File: src/rtl/flopenr_stream_reader.sv
// flopenr_stream_reader
//   Read-side companion to an enabled register. Every word presented on d while
//   en is high is captured into a small first-word-fall-through FIFO. The words
//   are then drained to a consumer through a valid/ready handshake.
//
// Ports
//   clk       rising-edge clock
//   rst       asynchronous, active-high reset
//   en        write enable; d is captured on a rising clk edge when en=1
//   d         write data
//   rd_ready  consumer accepts q this cycle
//   q         head-of-FIFO data; reads 0 while the FIFO is empty
//   q_valid   FIFO non-empty
//   full      count == DEPTH
//   count     number of stored words, 0..DEPTH
//   overflow  sticky; set when a write was dropped, cleared only by rst
//
// DEPTH must be a power of 2 (minimum 2), and ADDR_W must equal log2(DEPTH).
// Because of this, the pointers wrap DEPTH-1 -> 0 through plain binary overflow.
module flopenr_stream_reader #(
  parameter int WIDTH  = 4,
  parameter int DEPTH  = 8,
  parameter int ADDR_W = 3
) (
  input  logic              clk,
  input  logic              rst,
  input  logic              en,
  input  logic [WIDTH-1:0]  d,
  input  logic              rd_ready,
  output logic [WIDTH-1:0]  q,
  output logic              q_valid,
  output logic              full,
  output logic [ADDR_W:0]   count,
  output logic              overflow
);

  localparam logic [ADDR_W:0] DEPTH_C = (ADDR_W+1)'(DEPTH);

  logic [WIDTH-1:0]  mem [DEPTH];
  logic [ADDR_W-1:0] wr_ptr;
  logic [ADDR_W-1:0] rd_ptr;
  logic [ADDR_W:0]   count_r;
  logic              overflow_r;
  logic              rd_fire;
  logic              wr_fire;

  assign q_valid  = (count_r != '0);
  assign full     = (count_r == DEPTH_C);
  assign count    = count_r;
  assign overflow = overflow_r;

  // When the FIFO is full, a simultaneous read frees the slot that the write
  // needs, so the write is still accepted.
  assign rd_fire = rd_ready && q_valid;
  assign wr_fire = en && (!full || rd_fire);

  // The head is read straight from storage, so there is no added read latency.
  // It is gated with q_valid, so q reads 0 after reset even though the memory
  // contents are undefined at that point.
  assign q = q_valid ? mem[rd_ptr] : '0;

  // The storage array is not reset; its contents are don't-care until written.
  always_ff @(posedge clk) begin
    if (wr_fire) begin
      mem[wr_ptr] <= d;
    end
  end

  always_ff @(posedge clk or posedge rst) begin
    if (rst) begin
      wr_ptr     <= '0;
      rd_ptr     <= '0;
      count_r    <= '0;
      overflow_r <= 1'b0;
    end else begin
      if (wr_fire) begin
        wr_ptr <= wr_ptr + 1'b1;
      end
      if (rd_fire) begin
        rd_ptr <= rd_ptr + 1'b1;
      end
      if (wr_fire && !rd_fire) begin
        count_r <= count_r + 1'b1;
      end else if (rd_fire && !wr_fire) begin
        count_r <= count_r - 1'b1;
      end
      if (en && !wr_fire) begin
        overflow_r <= 1'b1;
      end
    end
  end

endmodule
File: config.mk
export PLATFORM = sky130hd
export DESIGN_NAME = flopenr_stream_reader
export DESIGN_NICKNAME = d
export VERILOG_FILES = /design/src/rtl/flopenr_stream_reader.sv
export SDC_FILE = /design/constraint.sdc
export NUM_CORES = 1
export LEC_CHECK = 0
export ABC_AREA = 1
export BUFFER_PORTS_ARGS = -buffer_cell sky130_fd_sc_hd__buf_2
export CORE_UTILIZATION = 63
export DETAILED_ROUTE_END_ITERATION = 8
export GPL_TIMING_DRIVEN = 0
export PLACE_DENSITY = 0.86
export SLEW_MARGIN = 10
export SYNTH_ARGS = -nofsm -noshare
export SYNTH_HDL_FRONTEND = slang
export SYNTH_SLANG_ARGS = --single-unit
File: constraint.sdc
create_clock -name clk -period 5.91 [get_ports clk]
set_input_delay 1.773 -clock clk [delete_from_list [all_inputs] [get_ports clk]]
set_output_delay 1.773 -clock clk [all_outputs]
set_load 0.02 [all_outputs]
### Yosys cells after proc, flatten, opt, wreduce, memory -nomap -nowiden

Memory sizes are Yosys's and may differ from the RTL's.
Cells that the tools add are included.

| storage, ports and cells | value |
|---|---|
| flip-flop bits (word level) | 11 |
| bits in writable memories | 32 |
| word-level logic and storage cells | 26 |
| memories | 1 |

| cells by class | value |
|---|---|
| $add $sub $neg | 4 |
| eq/ne operators | 1 |
| multiplexer cells | 5 |
| reduce and logical (&&, ||, !) cells | 11 |

Memory list:

| name | depth | width | read ports | clocked after Yosys merged registers in | wr ports | line | RTL |
|---|---|---|---|---|---|---|---|
| mem | 8 | 4 | 1 | 0 | 1 | 39 | `logic [WIDTH-1:0] mem [DEPTH];` |

Operators by type and width:

| operator | count |
|---|---|
| 4-bit two-way mux | 3 |
| 3-bit by 1-bit adder with 3-bit output (second input constant) | 2 |
| 1-bit logical AND | 5 |
| 4-bit by 1-bit adder with 4-bit output (second input constant) | 1 |
| 4-bit equality test (second input constant) | 1 |
| 4-bit nonzero test | 1 |
| 4-bit by 1-bit subtractor with 4-bit output (second input constant) | 1 |
| 1-bit logical NOT | 3 |
| 1-bit two-way mux | 2 |
| 2-bit nonzero test | 1 |
| 1-bit logical OR | 1 |

### Logic depth before layout (Yosys ltp)

Gate-level depths: netlist (run 1).

| depth | value |
|---|---|
| word-level depth | 8 |
| gate-level depth with buffers | 13 |

### Worst setup path after synthesis (run 1)

OpenSTA, ideal clock, no wires.

| path | value |
|---|---|
| path type | input -> register |
| start | in rd_ready |
| end | reg count_r[3] (netlist: count[3]) |
| setup time | 0.117 ns |
| arrival time | 3.015 ns |
| data required time | 5.793 ns |
| slack | 2.778 ns |
| stages | 13 |
| path buffers | 0 |
| cells stage by stage | inv_1 -> nand4_2 -> nand2_2 -> inv_1 -> ha_1 -> inv_1 -> ha_1 -> nand2_1 -> nand2_1 -> nor2_1 -> nand2_1 -> nand3_1 -> nand2_1 |

| on the way | value |
|---|---|
| cells in the longest elaborated chain, start to end | 6 |

RTL lines:

| item | line | RTL |
|---|---|---|
| start: declaration | 29 | `input logic rd_ready,` |
| 1-bit logical AND * | 54 | `assign rd_fire = rd_ready && q_valid;` |
| 1-bit logical OR * | 55 | `assign wr_fire = en && (!full \|\| rd_fire);` |
| 1-bit logical AND * | 55 |  |
| named net wr_fire | 45 | `logic wr_fire;` |
| 1-bit logical NOT | 84 | `end else if (rd_fire && !wr_fire) begin` |
| 1-bit logical AND | 84 |  |
| 2-bit nonzero test (no source line) | -- |  |
| end signal: assignment | 83 | `count_r <= count_r + 1'b1;` |
| end signal: assignment | 85 | `count_r <= count_r - 1'b1;` |
| end: declaration | 42 | `logic [ADDR_W:0] count_r;` |

Mark *: on every way through the listed nets, which the timed path passes. The rest lies on a longest branch.
A chain may end at the register's enable or synchronous reset.

### Final worst setup path (run 1)

| path | value |
|---|---|
| start | reg rd_ptr[1] |
| end | out q[0] |

| on the way | value |
|---|---|
| cells in the longest elaborated chain, start to end | 2 |

RTL lines:

| item | line | RTL |
|---|---|---|
| start: declaration | 41 | `logic [ADDR_W-1:0] rd_ptr;` |
| start signal: assignment | 80 | `rd_ptr <= rd_ptr + 1'b1;` |
| memory 8 x 4 bit | -- |  |
| 4-bit two-way mux | 60 | `assign q = q_valid ? mem[rd_ptr] : '0;` |
| end: declaration | 30 | `output logic [WIDTH-1:0] q,` |

No other way between the ends.

==> results.tsv, run 1 <==
metric	value	unit
number of synthesized flops with an enable pin	32	
ANT cells	0	
Slew @ Worst Pin	0.775	ns
WP data arrival	1.77	ns
most used cell, CP	nor2_1	
clk buf depth	2	
GRT overflow	0	
Syn Nets	237	
Nets	262	
Crit Path Max Fanout	9	
Power Total	1130	µW
most frequent cells in the layout	62 x nand2_1, 46 x inv_1, 32 x edfxtp_1, 23 x nand3_1, 19 x buf_2	
Reg clk slew, reported paths	0.11	ns
hold_buf cts	0	
clk_lat worst skew	0.35	ns
Lkg Pwr	0.00113	µW
skew final	0.00442	ns
post-cts sizing count	0	
fmax	283	MHz
Die Y	59.9	µm
routed len/inst	12.8	µm
CP peak stage delay	0.37	ns
P&R area growth vs syn	9.71	%
PwrDens	488	nW/µm²
I/O pin cnt	19	
Net Switching	485	µW
Yosys warning total	0	
drt pass-1 iters	4	
Switching Fraction	0.428	
CP delay by family, top	buffers and inverters	
Post-DRT Antenna Nets	0	
reg2reg end	count[3]	
power share of the combinational group	0.479	
I/O Buffers	18	
Mapped Area	2110	µm²
most common cell after layout, fill and taps aside	nand2_1	
cells after synthesis	223	
final hold violation count	0	
status	completed	
Final min period	3.54	ns
Max Slew Vio Count	0	
clock buffer count from CTS	5	
Required @ worst endpoint	4.14	ns
FF-to-FF path depth	12	
routed vias/inst	4.99	
GRT Total Usage	0.242	
Slowest-stage cell, CP	dfrtp_1	
drt total wl	3760	µm
period utilization	0.599	
CTS H-tree depth	2	
Layout Cells excl Fill	293	
Seq/Total Area, Yosys	0.585	
Max-slew headroom	0.479	
worst hold stages	1	
Pint	647	µW
cell taking the most area after synthesis	edfxtp_1	
critical path launch point type	register	
top_reg_cell synth	edfxtp_1	
clock sink total	43	
Initial DRC Count	87	
Peak VDD IR	0.303	mV
reg2reg start	count[0]	
Distinct cells, synth	25	
Worst path depth	7	
Seq cells post-synth	43	
DRC Markers	0	
Placed Cells	285	
Setup crit end	q[0]	
Setup Viol. Count Final	0	
Post-CTS Setup Inserts	0	
capturing element type of the critical path	output port	
Die Wd	59.9	µm
Max-Cap Viols	0	
final setup TNS	0	ns
CTS tree	yes	
Starting Density	0.676	
worst setup path startpoint	rd_ptr[1]	
# rows	20	
launch point of the worst hold path	overflow	
number of global-route vias before repair	1228	
Vias	1461	
CP cell instances	buf_4 -> clkinv_1 -> nand3_1 -> nand2_1 -> nor2_1 -> nor2_1 -> buf_2	
unrepaired setup endpoints after global routing	no	
Core Area	3130	µm²
layout cells sized above 1	0.149	
R2R Setup Slk	3.77	ns
Avg Cell Area, Syn	9.48	µm²
power share of the clock group	0.130	
Synth area leaders	edfxtp_1 45%, dfrtp_1 13%, nand2_1 11%	
path type of the worst setup path	register to output port	
first-pass GRT wire length	5870	µm
pin count of the biggest net entering global routing	14	
Die ar.	3590	µm²
fill count	232	
Root Driver	clkbuf_4	
initial antenna violation count	0	
Buf/Inv on CP	3	
gpl congestion	0.798	
asr flop ratio synth	0.256	
share of power burned in registers	0.391	
share of the synthesized area in the top cell type	0.455	
Post-DP HPWL	2660	µm
Hold Crit Class	register to register	
how the worst min path moves through the flow:
stage	slack (ns)	end
2_1_floorplan	0.51	wr_ptr[1]
3_3_place_gp	0.46	overflow
3_5_place_dp	0.46	overflow
4_1_cts	0.49	overflow
5_1_grt	0.50	overflow
6_report	0.49	overflow
flip-flops by register name (all words and copies together), names as in the netlist:
| name | cells |
|---|---|
| mem | 32 |
| count | 4 |
| wr_ptr | 3 |
| overflow | 1 |
| rd_ptr | 3 |
power by group through the flow:
stage	Combinational, µW	Sequential (µW)	Clock (µW)
finish	542	443	147
global placement	520	448	0
CTS	543	444	148
floorplan	384	460	0
global route	602	451	158
detailed placement	535	449	0
through the flow:
stage,util,hold WS (ns),area (µm²),setup WS (ns)
final,0.741,0.488,2320,2.37
after global routing,0.741,0.502,2320,2.27
after CTS,0.741,0.489,2320,2.37
after detailed placement,0.722,0.457,2260,2.48
after global placement,0.722,0.460,2260,2.52
after floorplan,-,0.513,2110,2.78
layout make-up:
class | instances | area [µm²] | share of cell area
plain buffers | 6 | 53.8 | 0.0232
clock buffers | 7 | 55.1 | 0.0237
clock inverters | 1 | 5.00 | 0.00216
inverters | 48 | 183 | 0.0788
multi-input cells | 126 | 641 | 0.276
flip-flops and latches | 43 | 1240 | 0.533
well taps | 44 | 55.1 | 0.0237
repair buffers | 18 | 90.1 | 0.0389
cell families after synthesis:
| logic type | after synthesis | share of synthesized area |
|---|---|---|
| flops | 43 | 0.585 |
| fa+ha+maj | 6 | 0.0391 |
| xor+xnor | 6 | 0.0249 |
| simple gates | 109 | 0.226 |
| compound gates | 5 | 0.0130 |
| buf+inv | 54 | 0.112 |
routing by layer:
metal  GRT usage  vias to the layer above  share of wire
li1            -                      748              -
met1       0.329                      648           0.42
met2       0.373                       57           0.49
met3      0.0455                        8          0.073
met4       0.123                        0          0.019
met5           0                        -              0
synthesized netlist by cell type, types with 2 or more instances:
cell / n
nand2_1: 62
inv_1: 46
edfxtp_1: 32
nand3_1: 23
dfrtp_1: 11
nor2_1: 10
nor3_1: 8
ha_1: 5
xnor2_1: 5
buf_6: 3
o21ai_0: 3
buf_4: 2
No activity file was read; power rests on OpenSTA's default activity.
==> run 2: changes to the inputs <==
- CORE_UTILIZATION: 63 -> 58
- PLACE_DENSITY: 0.86 -> 0.8
- clock period: 5.91 -> 3.7 ns (I/O delays scaled with it)
==> results.tsv, run 2 (same netlist as run 1, synthesis figures left out) <==
metric	value	unit	change
P&R area growth vs syn	10.6	%	
GRT overflow	0		unchanged
Nets	262		unchanged
Lkg Pwr	0.00113	µW	+0.65%
clk_lat worst skew	0.34	ns	about the same
most frequent cells in the layout	62 x nand2_1, 46 x inv_1, 32 x edfxtp_1, 23 x nand3_1, 19 x buf_2		
CP delay by family, top	buffers and inverters		
DRC Markers	0		unchanged
Slew @ Worst Pin	0.699	ns	-0.0755 ns
number of global-route vias before repair	1470		+20%
ANT cells	0		unchanged
clock buffer count from CTS	5		unchanged
Slowest-stage cell, CP	dfrtp_1		
routed len/inst	12.8	µm	-0.33%
pin count of the biggest net entering global routing	14		unchanged
drt pass-1 iters	4		unchanged
CTS H-tree depth	2		unchanged
Starting Density	0.619		-0.0569
most used cell, CP	nor2_1		
Vias	1475		+0.96%
drt total wl	3770	µm	+0.35%
capturing element type of the critical path	output port		
WP data arrival	1.69	ns	-0.08 ns
status	completed		
I/O pin cnt	19		unchanged
Reg clk slew, reported paths	0.12	ns	about the same
skew final	0.00500	ns	+0.000587 ns
Max-slew headroom	0.530		+0.0507
final setup TNS	0	ns	unchanged
Crit Path Max Fanout	9		unchanged
clock sink total	43		unchanged
largest reg by FF count	mem		
layout cells sized above 1	0.149		unchanged
Root Driver	clkbuf_4		
Buf/Inv on CP	3		unchanged
I/O Buffers	18		unchanged
Post-DP HPWL	2720	µm	+2.4%
Post-DRT Antenna Nets	0		unchanged
CP cell instances	buf_4 -> clkinv_1 -> nand3_1 -> nand2_1 -> nor2_1 -> nor2_1 -> buf_2		
# rows	21		+5.0%
fmax	357	MHz	
critical path launch point type	register		
Setup Viol. Count Final	0		unchanged
Required @ worst endpoint	2.59	ns	-1.55 ns
unrepaired setup endpoints after global routing	no		
gpl congestion	0.770		-3.5%
hold_buf cts	0		unchanged
Final min period	2.80	ns	
Core Area	3420	µm²	+9.2%
Max-Cap Viols	0		unchanged
path type of the worst setup path	register to output port		
Hold Crit Class	register to register		
Placed Cells	287		+0.70%
final hold violation count	0		unchanged
most common cell after layout, fill and taps aside	nand2_1		
Die ar.	3890	µm²	+8.3%
Initial DRC Count	104		+20%
PwrDens	786	nW/µm²	+61%
CP peak stage delay	0.38	ns	about the same
Post-CTS Setup Inserts	0		unchanged
Layout Cells excl Fill	295		+0.68%
GRT Total Usage	0.221		-0.0209
routed vias/inst	5.00		+0.27%
Die Y	62.4	µm	+4.1%
CTS tree	yes		
period utilization	0.758		
Peak VDD IR	0.467	mV	+54%
Die Wd	62.4	µm	+4.1%
first-pass GRT wire length	6470	µm	+10%
initial antenna violation count	0		unchanged
post-cts sizing count	0		unchanged
Max Slew Vio Count	0		unchanged
clk buf depth	2		unchanged
max reg flops	32		unchanged
run 2: worst register-to-register path: stages (launching register included):
cell and delay, ns:
dfrtp_1 0.48, nor2_2 0.18, nand3_2 0.19, nand2_4 0.15
ha_1 0.19, inv_1 0.08, ha_1 0.32, nand3_1 0.13
inv_1 0.05, nor2_1 0.09, nand2_1 0.06, nand3_1 0.06
nand2_1 0.05
run 2: path summary, 6_finish.rpt:
path / start / end / slack, ns / cells after the start
min in group asynchronous: rst / count[3] / 0.74 / 2
max in group asynchronous: rst / count[1] / 2.66 / 2
min reg2reg: overflow / overflow / 0.49 / 1
min: overflow / overflow / 0.49 / 1
max: rd_ptr[1] / q[2] / 0.90 / 7
max reg2reg: count[0] / count[3] / 1.60 / 12
run 2: per-stage QoR:
stage	power, µW	utilization	hold WS (ns)	cell area [µm²]	setup slack, ns
after floorplan	1350	-	0.513	2110	1.23
after global placement	1540	0.662	0.461	2260	0.977
after detailed placement	1570	0.662	0.459	2260	0.937
after CTS	1850	0.684	0.491	2340	0.882
after global routing	1990	0.684	0.538	2340	0.738
final	1840	0.684	0.493	2340	0.896
run 2: final cells by class:
type	instances	area, µm²
repair buffers	18	90.1
plain buffers	6	53.8
well taps	46	57.6
multi-input cells	126	641
fillers	269	1080
clock buffers	5	37.5
flip-flops and latches	43	1240
clock inverters	3	38.8
inverters	48	183
run 2: routing by layer:
metal	part of all wire	wire, µm	global-route usage
met1	0.45	1680	0.284
met4	0.012	46	0.0814
met3	0.064	242	0.0570
met5	0	0	0
met2	0.48	1800	0.361
run 2: where the power goes:
part	switching (µW)	leakage, µW	internal [µW]
sequential	85.4	0.000421	625
combinational	533	0.000669	315
clock	140	0.0000426	139
